[src/rtl/io_uart_bridge.sv]
// io_uart_bridge: IO-port mapped UART with TX/RX FIFOs, sticky error flags and irq.
// Ports: clk100/reset (sync, active-high); IO_port_ID, IO_write_data, IO_write_strobe,
//   IO_read_strobe from the processor, IO_read_data combinational read mux back;
//   uart_tx serial out (idle high), uart_rx serial in (asynchronous); irq registered.
// Port map: BASE+0 data, BASE+1 RX present, BASE+2 TX full, BASE+3 {tx_drop, frame_err, rx_ovf}.
// Build option: define UART_LOOPBACK_EN to feed the RX FSM from the internal uart_tx.
module io_uart_bridge #(
   parameter logic [7:0] BASE_PORT    = 8'h01,
   parameter int         CLKS_PER_BIT = 868,
   parameter int         TX_DEPTH     = 16,
   parameter int         RX_DEPTH     = 16
) (
   input  logic       clk100,
   input  logic       reset,
   input  logic [7:0] IO_port_ID,
   input  logic [7:0] IO_write_data,
   input  logic       IO_write_strobe,
   input  logic       IO_read_strobe,
   output logic [7:0] IO_read_data,
   output logic       uart_tx,
   input  logic       uart_rx,
   output logic       irq
);
   localparam int TAW = $clog2(TX_DEPTH);
   localparam int RAW = $clog2(RX_DEPTH);
   localparam int CW  = $clog2(CLKS_PER_BIT);
   localparam logic [CW-1:0]  C_END = CW'(CLKS_PER_BIT - 1);
   localparam logic [CW-1:0]  C_MID = CW'(CLKS_PER_BIT / 2 - 1);
   localparam logic [CW-1:0]  C_ONE = CW'(1);
   localparam logic [TAW:0]   T_ONE = (TAW+1)'(1);
   localparam logic [RAW:0]   R_ONE = (RAW+1)'(1);
   localparam logic [7:0]     P_RXP = BASE_PORT + 8'd1;
   localparam logic [7:0]     P_TXF = BASE_PORT + 8'd2;
   localparam logic [7:0]     P_ERR = BASE_PORT + 8'd3;
   typedef enum logic [1:0] {IDLE, START, DATA, STOP} state_t;
   logic [7:0]    tx_mem [TX_DEPTH];
   logic [7:0]    rx_mem [RX_DEPTH];
   logic [TAW:0]  tx_wp, tx_rp;
   logic [RAW:0]  rx_wp, rx_rp;
   logic          tx_empty, tx_full, rx_empty, rx_full;
   logic          wr_data, tx_push, tx_pop, rx_push, rx_pop, err_clr;
   logic          tx_drop, frame_err, rx_ovf, ferr_set, ovf_set;
   logic          rx_s1, rx_s2, rx_in;
   state_t        tx_st, tx_nx, rx_st, rx_nx;
   logic [CW-1:0] tx_cnt, rx_cnt;
   logic [2:0]    tx_bit, rx_bit;
   logic [7:0]    tx_sh, rx_sh;
   logic          tx_end, tx_o, rx_end, rx_mid, rx_prev, rx_done;
   // The wrap bit differs and the index matches exactly when the FIFO is full.
   assign tx_empty = tx_wp == tx_rp;
   assign rx_empty = rx_wp == rx_rp;
   assign tx_full  = (tx_wp ^ tx_rp) == {1'b1, {TAW{1'b0}}};
   assign rx_full  = (rx_wp ^ rx_rp) == {1'b1, {RAW{1'b0}}};
   assign wr_data  = IO_write_strobe && IO_port_ID == BASE_PORT;
   assign tx_push  = wr_data && !tx_full;
   assign rx_pop   = IO_read_strobe && IO_port_ID == BASE_PORT && !rx_empty;
   assign err_clr  = IO_read_strobe && IO_port_ID == P_ERR;
   assign IO_read_data = IO_port_ID == BASE_PORT ? (rx_empty ? 8'h00 : rx_mem[rx_rp[RAW-1:0]]) :
                         IO_port_ID == P_RXP ? {8{!rx_empty}} :
                         IO_port_ID == P_TXF ? {8{tx_full}} :
                         IO_port_ID == P_ERR ? {5'b0, tx_drop, frame_err, rx_ovf} : 8'hFF;
`ifdef UART_LOOPBACK_EN
   logic unused_rx;
   assign unused_rx = rx_s2;
   assign rx_in     = uart_tx;
`else
   assign rx_in = rx_s2;
`endif
   always_ff @(posedge clk100) begin
      if (tx_push) tx_mem[tx_wp[TAW-1:0]] <= IO_write_data;
      if (rx_push) rx_mem[rx_wp[RAW-1:0]] <= rx_sh;
   end
   always_ff @(posedge clk100) begin
      if (reset) begin
         tx_wp     <= '0;
         tx_rp     <= '0;
         rx_wp     <= '0;
         rx_rp     <= '0;
         tx_drop   <= 1'b0;
         frame_err <= 1'b0;
         rx_ovf    <= 1'b0;
         irq       <= 1'b0;
         rx_s1     <= 1'b1;
         rx_s2     <= 1'b1;
      end else begin
         rx_s1     <= uart_rx;
         rx_s2     <= rx_s1;
         tx_wp     <= tx_push ? tx_wp + T_ONE : tx_wp;
         tx_rp     <= tx_pop ? tx_rp + T_ONE : tx_rp;
         rx_wp     <= rx_push ? rx_wp + R_ONE : rx_wp;
         rx_rp     <= rx_pop ? rx_rp + R_ONE : rx_rp;
         // A clearing read loses to an error raised in the same cycle.
         tx_drop   <= (tx_drop && !err_clr) || (wr_data && tx_full);
         frame_err <= (frame_err && !err_clr) || ferr_set;
         rx_ovf    <= (rx_ovf && !err_clr) || ovf_set;
         irq       <= !rx_empty || tx_drop || frame_err || rx_ovf;
      end
   end
   assign tx_end = tx_cnt == C_END;
   always_ff @(posedge clk100) begin
      if (reset) begin
         tx_st   <= IDLE;
         tx_cnt  <= '0;
         tx_bit  <= '0;
         tx_sh   <= '0;
         uart_tx <= 1'b1;
      end else begin
         tx_st   <= tx_nx;
         tx_cnt  <= (tx_st == IDLE || tx_end) ? '0 : tx_cnt + C_ONE;
         tx_bit  <= tx_st != DATA ? 3'd0 : tx_end ? tx_bit + 3'd1 : tx_bit;
         tx_sh   <= tx_pop ? tx_mem[tx_rp[TAW-1:0]] : (tx_st == DATA && tx_end) ? tx_sh >> 1 : tx_sh;
         uart_tx <= tx_o;
      end
   end
   always_comb begin
      tx_nx = tx_st;
      case (tx_st)
         IDLE:    if (!tx_empty) tx_nx = START;
         START:   if (tx_end) tx_nx = DATA;
         DATA:    if (tx_end && tx_bit == 3'd7) tx_nx = STOP;
         STOP:    if (tx_end) tx_nx = tx_empty ? IDLE : START;
         default: tx_nx = IDLE;
      endcase
   end
   // Line level is registered, so the start bit appears one cycle after START is entered.
   always_comb begin
      tx_o   = tx_st == START ? 1'b0 : tx_st == DATA ? tx_sh[0] : 1'b1;
      tx_pop = !tx_empty && (tx_st == IDLE || (tx_st == STOP && tx_end));
   end
   // The start bit is checked half a bit in; data and stop are then sampled a full bit apart.
   assign rx_mid = rx_st == START && rx_cnt == C_MID;
   assign rx_end = rx_cnt == C_END;
   always_ff @(posedge clk100) begin
      if (reset) begin
         rx_st   <= IDLE;
         rx_prev <= 1'b1;
         rx_cnt  <= '0;
         rx_bit  <= '0;
         rx_sh   <= '0;
      end else begin
         rx_st   <= rx_nx;
         rx_prev <= rx_in;
         rx_cnt  <= (rx_st == IDLE || rx_mid || rx_end) ? '0 : rx_cnt + C_ONE;
         rx_bit  <= rx_st != DATA ? 3'd0 : rx_end ? rx_bit + 3'd1 : rx_bit;
         rx_sh   <= (rx_st == DATA && rx_end) ? {rx_in, rx_sh[7:1]} : rx_sh;
      end
   end
   always_comb begin
      rx_nx = rx_st;
      case (rx_st)
         IDLE:    if (rx_prev && !rx_in) rx_nx = START;
         START:   if (rx_mid) rx_nx = rx_in ? IDLE : DATA;
         DATA:    if (rx_end && rx_bit == 3'd7) rx_nx = STOP;
         STOP:    if (rx_end) rx_nx = IDLE;
         default: rx_nx = IDLE;
      endcase
   end
   always_comb begin
      rx_done  = rx_st == STOP && rx_end;
      rx_push  = rx_done && rx_in && !rx_full;
      ovf_set  = rx_done && rx_in && rx_full;
      ferr_set = rx_done && !rx_in;
   end
endmodule
[config.mk]
export PLATFORM = sky130hd
export DESIGN_NAME = io_uart_bridge
export DESIGN_NICKNAME = d
export VERILOG_FILES = /design/src/rtl/io_uart_bridge.sv
export SDC_FILE = /design/constraint.sdc
export NUM_CORES = 1
export LEC_CHECK = 0
export ABC_AREA = 1
export ABC_CLOCK_PERIOD_IN_PS = 3540
export CAP_MARGIN = 20
export CORE_AREA = 3 3 177 136
export CTS_BUF_LIST = sky130_fd_sc_hd__clkbuf_16
export DETAILED_ROUTE_END_ITERATION = 8
export DIE_AREA = 0 0 180 139
export PLACE_DENSITY = 0.82
export SLEW_MARGIN = 5
export SYNTH_ARGS = -nofsm -noshare
export SYNTH_HDL_FRONTEND = slang
export SYNTH_SLANG_ARGS = --single-unit
[constraint.sdc]
create_clock -name clk100 -period 3.54 [get_ports clk100]
set_input_delay 0.531 -clock clk100 [delete_from_list [all_inputs] [get_ports clk100]]
set_output_delay 0.531 -clock clk100 [all_outputs]
set_load 0.05 [all_outputs]
# --- Yosys cells after proc, flatten, opt, wreduce, memory -nomap -nowiden ---
# Memory sizes are Yosys's and may differ from the RTL's. A register that Yosys moved wholly into a read port is not among the register bits.
# Index checks and enable logic that the tools add are counted.
word_totals:
  register_bits: 74
  mem_bits_rw: 256
  inputBits: 21
  out_inout_bits: 10
  word_cells: 137
  n_memories: 2
op_classes:
  add_sub_neg: 8
  eq_ne: 29
  n_mux: 29
  bitwise_logic: 2
  reduce_logical: 47
mem_list:
  columns: ["memory", "depth", "word_bits", "read_ports", "rd_ports_with_merged_regs", "write_ports", "line_no", "text"]
  rows:
  - ["rx_mem", 16, 8, 1, 1, 1, "37", "logic [7:0] rx_mem [RX_DEPTH];"]
  - ["tx_mem", 16, 8, 1, 1, 1, "36", "logic [7:0] tx_mem [TX_DEPTH];"]
op_table:
  columns: ["operator", "count"]
  rows:
  - ["2-to-1 mux 8 bit", 7]
  - ["logical AND 1 bit", 22]
  - ["adder 10 x 1 -> 10 bit (second input constant)", 2]
  - ["adder 5 x 1 -> 5 bit (second input constant)", 4]
  - ["== test 10 bit (second input constant)", 2]
  - ["2-to-1 mux 2 bit", 9]
  - ["== test 8 x 2 -> 1 bit (second input constant)", 2]
  - ["2-to-1 mux 4 bit", 4]
  - ["!= test 2 bit (second input constant)", 8]
  - ["case mux 2 bit (4 select lines)", 2]
  - ["== test 10 x 9 -> 1 bit (second input constant)", 1]
  - ["== test 5 bit", 2]
  - ["== test 5 bit (second input constant)", 2]
  - ["logical OR 1 bit", 10]
  - ["XOR 5 bit", 2]
  - ["== test 2 bit (second input constant)", 4]
  - ["== test 8 x 1 -> 1 bit (second input constant)", 1]
  - ["== test 8 x 3 -> 1 bit (second input constant)", 1]
  - ["AND reduction 4 bit", 2]
  - ["OR reduction 2 bit", 4]
  - ["2-to-1 mux 1 bit", 7]
  - ["adder 3 x 1 -> 3 bit (second input constant)", 2]
  - ["== test 3 bit (second input constant)", 2]
  - ["zero test 1 bit", 6]
  - ["other kinds (4)", 7]

# --- Longest topological paths before layout ---
# Gate-level depths: netlist of run 1.
depth:
  word_depth: 6
  depth_mapped: 12
  ltp_nobuf: 11

# --- Worst setup path after synthesis of run 1 ---
# No wires, ideal clock.
synth_timing:
  path_kind: "input port to output port"
  startpoint: "input IO_port_ID[2]"
  endpoint: "output IO_read_data[0]"
  arrival_time_ns: 1.813
  required_time_ns: 3.009
  slack_ns: 1.196
  cell_stages: 6
  path_buffers: 0
  cell_sequence: "or2_1 > nor3_1 > nand2_1 > o21a_1 > nand2_2 > nand3_1"
synth_between:
  elab_chain_cells: 5
  elab_cells_between_ends: 8
  classes_between: "4 x eq/ne; 4 x mux"
synth_rtl:
  columns: ["element", "line_no", "text"]
  rows:
  - ["start: declaration", "15", "input logic [7:0] IO_port_ID,"]
  - ["== test 8 x 3 -> 1 bit", "61", "IO_port_ID == P_ERR ? {5'b0, tx_drop, frame_err, rx_ovf} : 8'hFF;"]
  - ["2-to-1 mux 8 bit", "61", null]
  - ["2-to-1 mux 8 bit", "60", "IO_port_ID == P_TXF ? {8{tx_full}} :"]
  - ["2-to-1 mux 8 bit", "59", "IO_port_ID == P_RXP ? {8{!rx_empty}} :"]
  - ["2-to-1 mux 8 bit (*)", "58", "assign IO_read_data = IO_port_ID == BASE_PORT ? (rx_empty ? 8'h00 : rx_mem[rx_rp[RAW-1:0]]) :"]
  - ["end: declaration", "19", "output logic [7:0] IO_read_data,"]
# Every way passes the cells marked *; elsewhere a longest branch is shown, timed or not.

==> flow_summary.ini, run 1 <==
[setup_path]
required_ns = 3.01
cp_slowest_cell = buf_4
worstPathCellList = buf_4 -> nor2_1 -> nor2_1 -> o21ai_0 -> o211ai_1 -> nand3_1 -> nand2_1 -> nand2_1 -> nand3_1 -> buf_12
critPathArrivalTime_ns = 2.53
rrSetupSlack_ns = 0.77
timing.setup.critical_path_class = flop to primary output
crit_path_max_incr_delay_ns = 0.51
rr_startpoint = rx_cnt[0]
r2r_end = rx_mem[2][6]
critical_path.top_delay_family = simple AND/OR/NAND/NOR gates
cp-end-kind = primary output
cp_num_buf_inv = 2
crit_path_start_kind = flop
path_max_fanout = 66
rr_worst_depth = 11

[drt]
drt_iter0_markers = 1273
vias = 10464
ant_nets = 0
viasPerCell = 5.949
dr.pass1.iters = 7
drt_wl_total_um = 32870
wire_per_inst_um = 18.69
route.detailed.drc = 0

[floorplan]
core_um2 = 22640
fp.dieH_um = 139
die_w_um = 180
pin_count = 31
initial_utilization = 0.6402
num_rows = 48
die-area_um2 = 25020

[sta]
max_freq_mhz = 327.0
slew_violations = 0
fin_crit_ns = 3.058
final.setup_skew_ns = 0.02636
worst_pin_slew_ns = 1.042
tns_ns = 0
finalHoldViolCount = 0
setup_viol = 0
period_share = 0.8639
maxSlewHeadroom = 0.3054
rsz0062_at_grt = false

[grt]
antenna_found_initial = 0
grt_usage = 0.2589
gr-total-overflow = 0
grt_pass1_vias = 9607
grt_max_degree = 67
grt_pass1_wl_um = 51580

[clocking]
cts_max_path_buffers = 3
clkTransAtPathRegs_ns = 0.06
cts_sinks = 338
cts_made_buffers = 34
cts_resized = 0
postCtsSetupRepairBufs = 0
insertion_delay_ns = 0.53
cts_hold_buf = 0
root_buffer = clkbuf_16
cts_tree = built
htreeDepth = 2

[placed_design]
gp_routability_congestion = 0.9225
place_inst = 1699
hpwl_um = 20710
io_buffer_count = 30

[yosys]
synth_top_area_share = 0.5303
synth_cell_types = 45
netlist_top_cells_area = edfxtp_1 (53%), dfxtp_1 (11%), nand2_1 (7.2%)
yosys_warnings = 0
synth_area_um2 = 14500
ys_seq_area_frac = 0.6436
yosysTopAreaCell = edfxtp_1
avgSynthCellArea_um2 = 10.25
syn_inst = 1414
ys_ff_latch = 338
synth.net_count = 1457

[layout]
final_cells = 1759
antenna_cells = 0
num-nets-final = 1478
final_cell_mix = nand2_1 (279), edfxtp_1 (256), nor2_1 (210), nand3_1 (139), o21ai_0 (106)
layout-drive-gt1-share = 0.07814
area_growth_pct = 11.14
mostFrequentLayoutCell = nand2_1

[worst_hold_path]
worstHoldStart = rx_s1
hp-class = flop to flop
worstHoldEndpoint = rx_in
hold-path-cell-count = 1

[run_status]
status = finished, final reports clean

[pwr]
ir_worst_vdd_uv = 542.6
p_leak_nw = 5.860
p_per_area_nw_per_um2 = 579.9

[flow_run]
max_cap_violations = 0
-- metal layers --
layer,global-route usage,vias up,wire [µm]
met3,0.05611,80,3677
li1,-,4859,-
met1,0.3916,4891,13940
met5,0,-,0
met4,0.07608,0,805
met2,0.3826,634,14450
-- cell families (layout without fill, tap and decap cells) --
logic type,Yosys count,count (layout),share of synthesized area
simple gates,680,680,0.2054
flops,338,338,0.6436
compound gates,194,194,0.07372
buf+inv,157,202,0.04437
xor+xnor,23,23,0.01390
fa+ha+maj,22,22,0.01899
-- cells in the mapped netlist (all sizes together) --
library cell / n
a21oi: 51
a31oi: 3
buf: 28
clkbuf: 32
clkinv: 6
dfxtp: 82
edfxtp: 256
ha: 22
inv: 91
nand2: 291
nand3: 146
nand3b: 1
nand4: 8
nor2: 219
nor3: 8
nor3b: 1
nor4: 1
o2111ai: 1
o211ai: 20
o21a: 1
o21ai: 108
o221ai: 2
o22ai: 6
o31ai: 2
or2: 5
xnor2: 8
xor2: 15
-- final cells by class --
cell class | instances | area (µm²)
Fill cell | 1508 | 6531
Clock buffer | 35 | 875.8
Clock inverter | 25 | 178.9
Inverter | 97 | 370.4
Tap cell | 300 | 375.4
Sequential cell | 338 | 9331
Timing Repair Buffer | 45 | 455.4
Multi-Input combinational cell | 919 | 4523
-- flip-flops by register name, summed over array words and instances, names as in the netlist, 5 cells and up, named ones only --
register and count:
tx_mem 128, tx_cnt 10, rx_mem 128, rx_rp 5, tx_sh 8, rx_sh 8, rx_cnt 10, rx_wp 5
tx_wp 5, tx_rp 5
-- how the worst max path moves through the flow --
stage / end / slack, ns / cells after the start
3_3_place_gp: tx_mem[0][2] / 0.57 / 9
3_5_place_dp: tx_mem[12][2] / 0.45 / 9
6_report: IO_read_data[2] / 0.48 / 10
5_1_grt: IO_read_data[4] / 0.24 / 11
2_1_floorplan: IO_read_data[0] / 1.20 / 6
4_1_cts: IO_read_data[0] / 0.50 / 10
-- through the flow --
stage	setup slack [ns]	area (µm²)	utilization	total power [mW]	hold slack, ns
after global placement	0.5650	15060	0.6650	5.906	0.3941
after global routing	0.2421	16110	0.7115	9.701	0.4153
after CTS	0.4986	16110	0.7115	9.322	0.4103
after detailed placement	0.4542	15060	0.6650	5.958	0.3968
final	0.4818	16110	0.7115	9.342	0.4065
after floorplan	1.196	14500	-	5.620	0.3895
-- power by group --
| group | total [mW] | internal (mW) | switching [mW] |
|---|---|---|---|
| clock | 3.40 | 1.94 | 1.45 |
| sequential | 4.41 | 4.32 | 0.0900 |
| combinational | 1.53 | 0.455 | 1.08 |
(Power assumes the default switching activity.)
==> inputs of run 2 (changes only) <==
SLEW_MARGIN = 40   (was 5)
==> run 2 against run 1 <==
Against the previous run:
- power shrank 1.2%
- design area fell by 0.40%
- worst setup slack got worse by 0.070 ns
- flip-flop and latch count is the same
==> flow_summary.ini, run 2 (synthesized netlist as in run 1, its figures left out) <==
[worst_hold_path]
hp-class = flop to flop
worstHoldEndpoint = rx_in
hold-path-cell-count = 1
worstHoldStart = rx_s1

[grt]
grt_pass1_vias = 9582
gr-total-overflow = 0
grt_usage = 0.2574
grt.busiest_layer = met1
antenna_found_initial = 0
use_met3 = 0.05873
gr-usage-met2 = 0.3772
met1_usage = 0.3919
grt_max_degree = 67
grt_pass1_wl_um = 51370

[floorplan]
die-area_um2 = 25020
initial_utilization = 0.6402
core_um2 = 22640
fp.dieH_um = 139
num_rows = 48
pin_count = 31
die_w_um = 180

[layout]
layout-drive-gt1-share = 0.07940
area_growth_pct = 10.70
register_area_um2 = 9331
antenna_cells = 0
final_util = 0.7087
nFillCells = 1510
final_cell_mix = nand2_1 (279), edfxtp_1 (256), nor2_1 (209), nand3_1 (139), o21ai_0 (106)
num-nets-final = 1478
mostFrequentLayoutCell = nand2_1
multi_input_area_um2 = 4526

[sta]
fin_crit_ns = 3.128
period_share = 0.8836
final.setup_skew_ns = 0.01918
max_freq_mhz = 319.7
setup_viol = 0
slew_violations = 0
worst_pin_slew_ns = 0.8942
rsz0062_at_grt = false
maxSlewHeadroom = 0.4017
fin_hold_ws_ns = 0.4065
finalHoldViolCount = 0
tns_ns = 0

[drt]
route.detailed.drc = 0
drt_iter0_markers = 1529
vias = 10418
wire_per_inst_um = 18.64
ant_nets = 0
dr.pass1.iters = 6
viasPerCell = 5.916
drt_wl_total_um = 32820

[clocking]
root_buffer = clkbuf_16
cts_sinks = 338
htreeDepth = 2
postCtsSetupRepairBufs = 0
cts_max_path_buffers = 3
cts_hold_buf = 0
cts_made_buffers = 34
clkTransAtPathRegs_ns = 0.06
cts_tree = built
cts_resized = 0
insertion_delay_ns = 0.52

[setup_path]
timing.setup.critical_path_class = flop to primary output
rrSetupSlack_ns = 0.77
required_ns = 3.01
crit_path_start_kind = flop
rr_startpoint = rx_cnt[0]
worstPathCellList = buf_4 -> o21ai_0 -> o211ai_1 -> nand3_1 -> nand2_1 -> nand2_1 -> nand3_1 -> buf_12
rr_worst_depth = 11
critPathArrivalTime_ns = 2.60
crit_path_max_incr_delay_ns = 0.51
cp-end-kind = primary output
cp_num_buf_inv = 2
critical_path.top_delay_family = buffers and inverters
cp_slowest_cell = buf_4
r2r_end = rx_mem[2][5]
path_max_fanout = 66

[placed_design]
gp_routability_congestion = 0.9225
hpwl_um = 20660
io_buffer_count = 30

[pwr]
p_per_area_nw_per_um2 = 575.0
p_leak_nw = 5.845
ir_worst_vdd_uv = 467.3

[run_status]
status = finished, final reports clean

[flow_run]
max_cap_violations = 0
## run 2: worst max path at each step
stage / from / to / slack [ns] / depth (start not counted)
detailed placement: IO_port_ID[2] / tx_mem[12][0] / 0.46 / 9
floorplan: IO_port_ID[2] / IO_read_data[0] / 1.20 / 6
CTS: flop / IO_read_data[1] / 0.48 / 8
finish: flop / IO_read_data[1] / 0.41 / 8
global route: flop / IO_read_data[4] / 0.31 / 11
global placement: IO_port_ID[2] / tx_mem[0][2] / 0.57 / 9
## run 2: stage by stage
| step | cells | setup WS (ns) | total power, mW | area, µm² |
|---|---|---|---|---|
| after floorplan | 1414 | 1.196 | 5.620 | 14500 |
| after global placement | 1699 | 0.5650 | 5.906 | 15060 |
| after detailed placement | 1699 | 0.4551 | 5.956 | 15050 |
| after CTS | 1761 | 0.4774 | 9.206 | 16060 |
| after global routing | 1761 | 0.3137 | 9.588 | 16050 |
| final | 1761 | 0.4120 | 9.228 | 16050 |
## run 2: routing by layer
layer | wire length [µm] | vias up | share of wire
met3 | 3706 | 85 | 0.11
met1 | 14070 | 4868 | 0.43
li1 | - | 4862 | -
met4 | 829 | 0 | 0.025
met5 | 0 | - | 0
met2 | 14220 | 603 | 0.43
## run 2: where the power goes
part	total [mW]	switching [mW]	internal [mW]
Sequential	4.41	0.0885	4.32
Combinational	1.54	1.09	0.450
Clock	3.28	1.47	1.80
Total	9.23	2.65	6.58
## run 2: cell type report
class                           count  share of cell area
Clock inverter                     27            0.008109
Sequential cell                   338              0.5815
Timing Repair Buffer               45             0.02713
Clock buffer                       35             0.05458
Inverter                           97             0.02324
Tap cell                          300             0.02339
Multi-Input combinational cell    919              0.2820
==> inputs of run 3 (changes only) <==
CAP_MARGIN = default   (was 20)
==> results of run 3 <==
The final DEF is identical to that of run 2; final timing and power are the same.
==> RTL edit 1 (flow settings as in run 3) <==
Re-encode `state_t` (4 states) as Gray code, 2 bits wide.
--- a/src/rtl/io_uart_bridge.sv
+++ b/src/rtl/io_uart_bridge.sv
@@ -33,5 +33,5 @@
    localparam logic [7:0]     P_TXF = BASE_PORT + 8'd2;
    localparam logic [7:0]     P_ERR = BASE_PORT + 8'd3;
-   typedef enum logic [1:0] {IDLE, START, DATA, STOP} state_t;
+   typedef enum logic [1:0] {IDLE = 2'b00, START = 2'b01, DATA = 2'b11, STOP = 2'b10} state_t;
    logic [7:0]    tx_mem [TX_DEPTH];
    logic [7:0]    rx_mem [RX_DEPTH];
Function: same outputs for any inputs over 10 cycles, from zero or initial values and one cycle with reset high; not proved beyond that.
==> RTL edit 1 against run 3 <==
  * Setup slack lost 0.15 ns
  * Sequential share of layout area grew 1.5 points
  * Sequential cell count is the same
  * Cell area shrank 2.4%
  * Total power shrank 7.9%
  * Cell count shrank 3.3%
  * First-iteration DRC count shrank 6.8%
  * Area after synthesis shrank 2.4%
  * Maximum frequency shrank 4.5%
  * Synthesized cell count shrank 4.5%
  * Register-to-register slack lost 0.05 ns
  * Wire length grew 1.0%
  * Hold slack gained 0.0040 ns
  * Critical path type unchanged
  * Largest power group unchanged
==> RTL edit 1: results (changes against run 3) <==
GPL Wtd Cong 0.8651 (was 0.9225); R2R depth 9 (was 11); crit-path max FO 63 (was 66); met3 routed WL 3841 um (was 3706 um); DRT iter0 DRCs 1425 (was 1529); relative slew slack 41.55% (was 40.17%); Cell Area, Placed 0.01473 sq mm (was 0.01505 sq mm); top cells by count, synth nor2_1 (263), edfxtp_1 (256), nand2_1 (157), o21ai_0 (143), nand3_1 (116) (was nand2_1 (279), edfxtp_1 (256), nor2_1 (210), nand3_1 (139), o21ai_0 (106)); routed vias 10.28k (was 10.42k); global-route wire length before repair 52670 um (was 51370 um); largest net degree at the start of global routing 65 (was 67); Comb. pwr 0.00108 W (was 0.00154 W); switching power share of the total 26.13% (was 28.74%); Clk power 0.00306 W (was 0.00328 W); Leak 5.180 nW (was 5.845 nW); min-delay src rx_s1 (unchanged); Clock Skew 0.01234 ns (was 0.01918 ns); outcome finished, final reports clean (unchanged); # diodes 0 (unchanged); met2 usage 40.07% (was 37.72%); CTS HTree Levels 1 (was 2); GRT Overall Usage 26.26% (was 25.74%); Seq/Total Area, Yosys 65.92% (was 64.36%); final worst setup slack 0.2636 ns (was 0.4120 ns); vias per std cell 6.038 (was 5.916); end point of the critical path IO_read_data[2] (was IO_read_data[1]); reg2reg setup slack 0.72 ns (was 0.77 ns); dpl hpwl 20870 um (was 20660 um); VDD IR max 448.9 uV (was 467.3 uV); metal2 WL 15210 um (was 14220 um); Min Hold Slack 0.4105 ns (was 0.4065 ns); GR Layer Usage met3 6.266% (was 5.873%); share of layout cells above drive strength 1 7.555% (was 7.940%); vias in the first global route 9956 (was 9582); First-pass DRT Iterations 5 (was 6); Reg-to-Reg End rx_mem[6][5] (was rx_mem[2][5]); dpl ws 0.3884 ns (was 0.4551 ns); GR Util met1 38.56% (was 39.19%)
RTL edit 1: cell count changes after synthesis, sizes merged, moves of 5 or more:
cell / run 3 / this run
o221ai: 2 / 9
o211ai: 20 / 11
clkinv: 6 / 1
ha: 22 / 17
nand4: 8 / 14
nand2: 291 / 159
nor2: 219 / 265
buf: 28 / 22
o21ai: 108 / 152
nand3: 146 / 120
o22ai: 6 / 13
RTL edit 1: cells by family (layout without fill, tap and decap cells):
| group | after synthesis | after routing | synth area share (%) |
|---|---|---|---|
| simple gates | 583 | 583 | 17.60 |
| flops | 338 | 338 | 65.92 |
| compound gates | 242 | 242 | 9.310 |
| buf+inv | 147 | 200 | 4.235 |
| xor+xnor | 23 | 23 | 1.423 |
| fa+ha+maj | 17 | 17 | 1.503 |
RTL edit 1: layout make-up:
type / count / area, sq um
clock buffer: 33 / 825.8
clock inverter: 24 / 105.1
fill: 1514 / 6982
inverter: 89 / 336.6
multi-input combinational: 865 / 4228
sequential: 338 / 9334
tap: 300 / 375.4
timing repair buffer: 54 / 455.4
==> RTL edit 2 (flow settings as in run 3) <==
Made on the original files. Change the parameter `CLKS_PER_BIT` from 868 to 1736.
--- a/src/rtl/io_uart_bridge.sv
+++ b/src/rtl/io_uart_bridge.sv
@@ -7,5 +7,5 @@
 module io_uart_bridge #(
    parameter logic [7:0] BASE_PORT    = 8'h01,
-   parameter int         CLKS_PER_BIT = 868,
+   parameter int         CLKS_PER_BIT = 1736,
    parameter int         TX_DEPTH     = 16,
    parameter int         RX_DEPTH     = 16
Behaviour: same outputs for any inputs over 10 cycles, from zero or initial values and one cycle with reset high; that may be too few to reach the edited logic, so the function may still have changed.
==> RTL edit 2 against run 3 <==
  * Setup slack worse by 0.15 ns
  * Clock skew is 0.0020 ns higher
  * Critical path depth is 1 higher
  * Total power is 3.0% higher
  * Sequential cell count is 2 higher
  * Hold slack better by 0.0085 ns
  * Cell area is 2.1% higher
  * Utilization is 1.5 points higher
  * Non-clock buffer count is 12 higher
  * Wire length is 0.76% lower
  * Maximum frequency is 4.5% lower
  * Area after synthesis is 0.73% higher
  * Register-to-register slack better by 0.15 ns
==> RTL edit 2: results (changes against run 3) <==
outcome finished, final reports clean (unchanged); VDD IR max 564.1 uV (was 467.3 uV); Cell Area, Placed 0.01523 sq mm (was 0.01505 sq mm); vias in the first global route 9828 (was 9582); Final Instance Area 0.01638 sq mm (was 0.01605 sq mm); global-route wire length before repair 50820 um (was 51370 um); share of layout cells above drive strength 1 7.652% (was 7.940%); Synth Area per Inst 10.01 sq um (was 10.25 sq um); Inst Count DP 1754 (was 1699); Worst Tran Pin Value 0.8658 ns (was 0.8942 ns); dominant cells by area after synthesis edfxtp_1 (53%), dfxtp_1 (12%), nand2_1 (7.4%) (was edfxtp_1 (53%), dfxtp_1 (11%), nand2_1 (7.2%)); GRT Overall Usage 25.44% (was 25.74%); Leak 6.045 nW (was 5.845 nW); Yosys top cell area share 52.65% (was 53.03%); top cells by count, synth nand2_1 (289), edfxtp_1 (256), nor2_1 (165), nand3_1 (160), inv_1 (153) (was nand2_1 (279), edfxtp_1 (256), nor2_1 (210), nand3_1 (139), o21ai_0 (106)); DR WL/cell 17.94 um (was 18.64 um); # diodes 0 (unchanged); switching power share of the total 27.14% (was 28.74%); crit-path max FO 40 (was 66); syn_nets 1501 (was 1457); GPL Wtd Cong 0.9219 (was 0.9225); Clk Latency, worst-skew pair 0.51 ns; Yosys cell types 39 (was 45); First-pass DRT Iterations 7 (was 6); routed vias 10.49k (was 10.42k); number of fill cells in the layout 1476 (was 1510); dpl ws 0.4177 ns (was 0.4551 ns); Clock Skew 0.02116 ns (was 0.01918 ns); final wirelength 32580 um (was 32820 um); Ys Warns 0 (unchanged); Hold/Removal Path Class reg2reg (unchanged); crit path DAT 2.74 ns (was 2.60 ns); Seq/Total Area, Yosys 64.16% (was 64.36%); initial antenna violation count 0 (unchanged); DRT iter0 DRCs 1393 (was 1529); dpl hpwl 20290 um (was 20660 um)
==> RTL edit 2: cell count changes after synthesis, sizes merged, moves of 5 or more <==
cell	run 3	this run
nor2	219	168
nor3	8	15
clkbuf	32	42
o221ai	2	8
nand4	8	3
buf	28	20
inv	91	157
o21ai	108	102
nor3b	1	7
nand3	146	163
==> RTL edit 2: final cells by class <==
cell class | count | area [sq um] | share of cell area (%)
inverters | 159 | 599.3 | 3.658
flip-flops and latches | 340 | 9371 | 57.20
multi-input cells | 898 | 4395 | 26.83
clock buffers | 35 | 875.8 | 5.346
repair buffers | 57 | 498.0 | 3.039
clock inverters | 27 | 269.0 | 1.642
well taps | 300 | 375.4 | 2.291
==> RTL edit 2: worst paths after layout <==
kind	start	endpoint	slack, ns	depth (start not counted)
hold reg to reg	rx_s1	rx_in	0.41	1
hold / removal	rx_s1	rx_in	0.41	1
setup / recovery	flip-flop	IO_read_data[2]	0.27	9
setup reg to reg	rx_cnt[0]	rx_mem[1][2]	0.92	9
==> RTL edit 2: through the flow <==
| stage | util (%) | power, W |
|---|---|---|
| floorplan | - | 0.005479 |
| global placement | 67.27 | 0.005841 |
| detailed placement | 67.28 | 0.005875 |
| CTS | 72.34 | 0.009491 |
| global route | 72.36 | 0.009858 |
| finish | 72.36 | 0.009505 |
==> RTL edit 2: worst max-delay path, cell delays in order, from the launching register on <==
cell,delay (ns)
dfxtp_2,0.34
clkinv_1,0.49
buf_12,0.40
o21ai_0,0.21
o211ai_1,0.14
nand3_1,0.12
nand2_1,0.11
nand2_1,0.09
nand3_1,0.09
buf_4,0.23
==> RTL edit 2: logic make-up (layout without fill, tap and decap cells) <==
logic type | after synthesis | in the layout | synth area share, %
AO/OA/AOI/OAI | 190 | 190 | 7.172
XOR/XNOR | 26 | 26 | 1.560
adder cells (fa/ha/maj) | 21 | 21 | 1.799
buffers and inverters | 221 | 278 | 5.852
flip-flops | 340 | 340 | 64.16
AND/OR/NAND/NOR | 661 | 661 | 19.45
==> RTL edit 2: metal layers <==
metal / up-vias / routed length (um) / GRT usage, %
met5: - / 0 / 0
met4: 0 / 561 / 6.672
met3: 52 / 3505 / 5.296
met2: 562 / 14410 / 38.54
met1: 4884 / 14100 / 38.10
li1: 4993 / - / -
==> RTL edit 2: power groups by stage <==
stage	clock network (W)	registers [W]	logic, W
after detailed placement	0	0.00449	0.00139
final	0.00364	0.00441	0.00146
after floorplan	0	0.00448	0.000999
after global placement	0	0.00448	0.00136
after CTS	0.00367	0.00440	0.00142
after global routing	0.00384	0.00441	0.00161
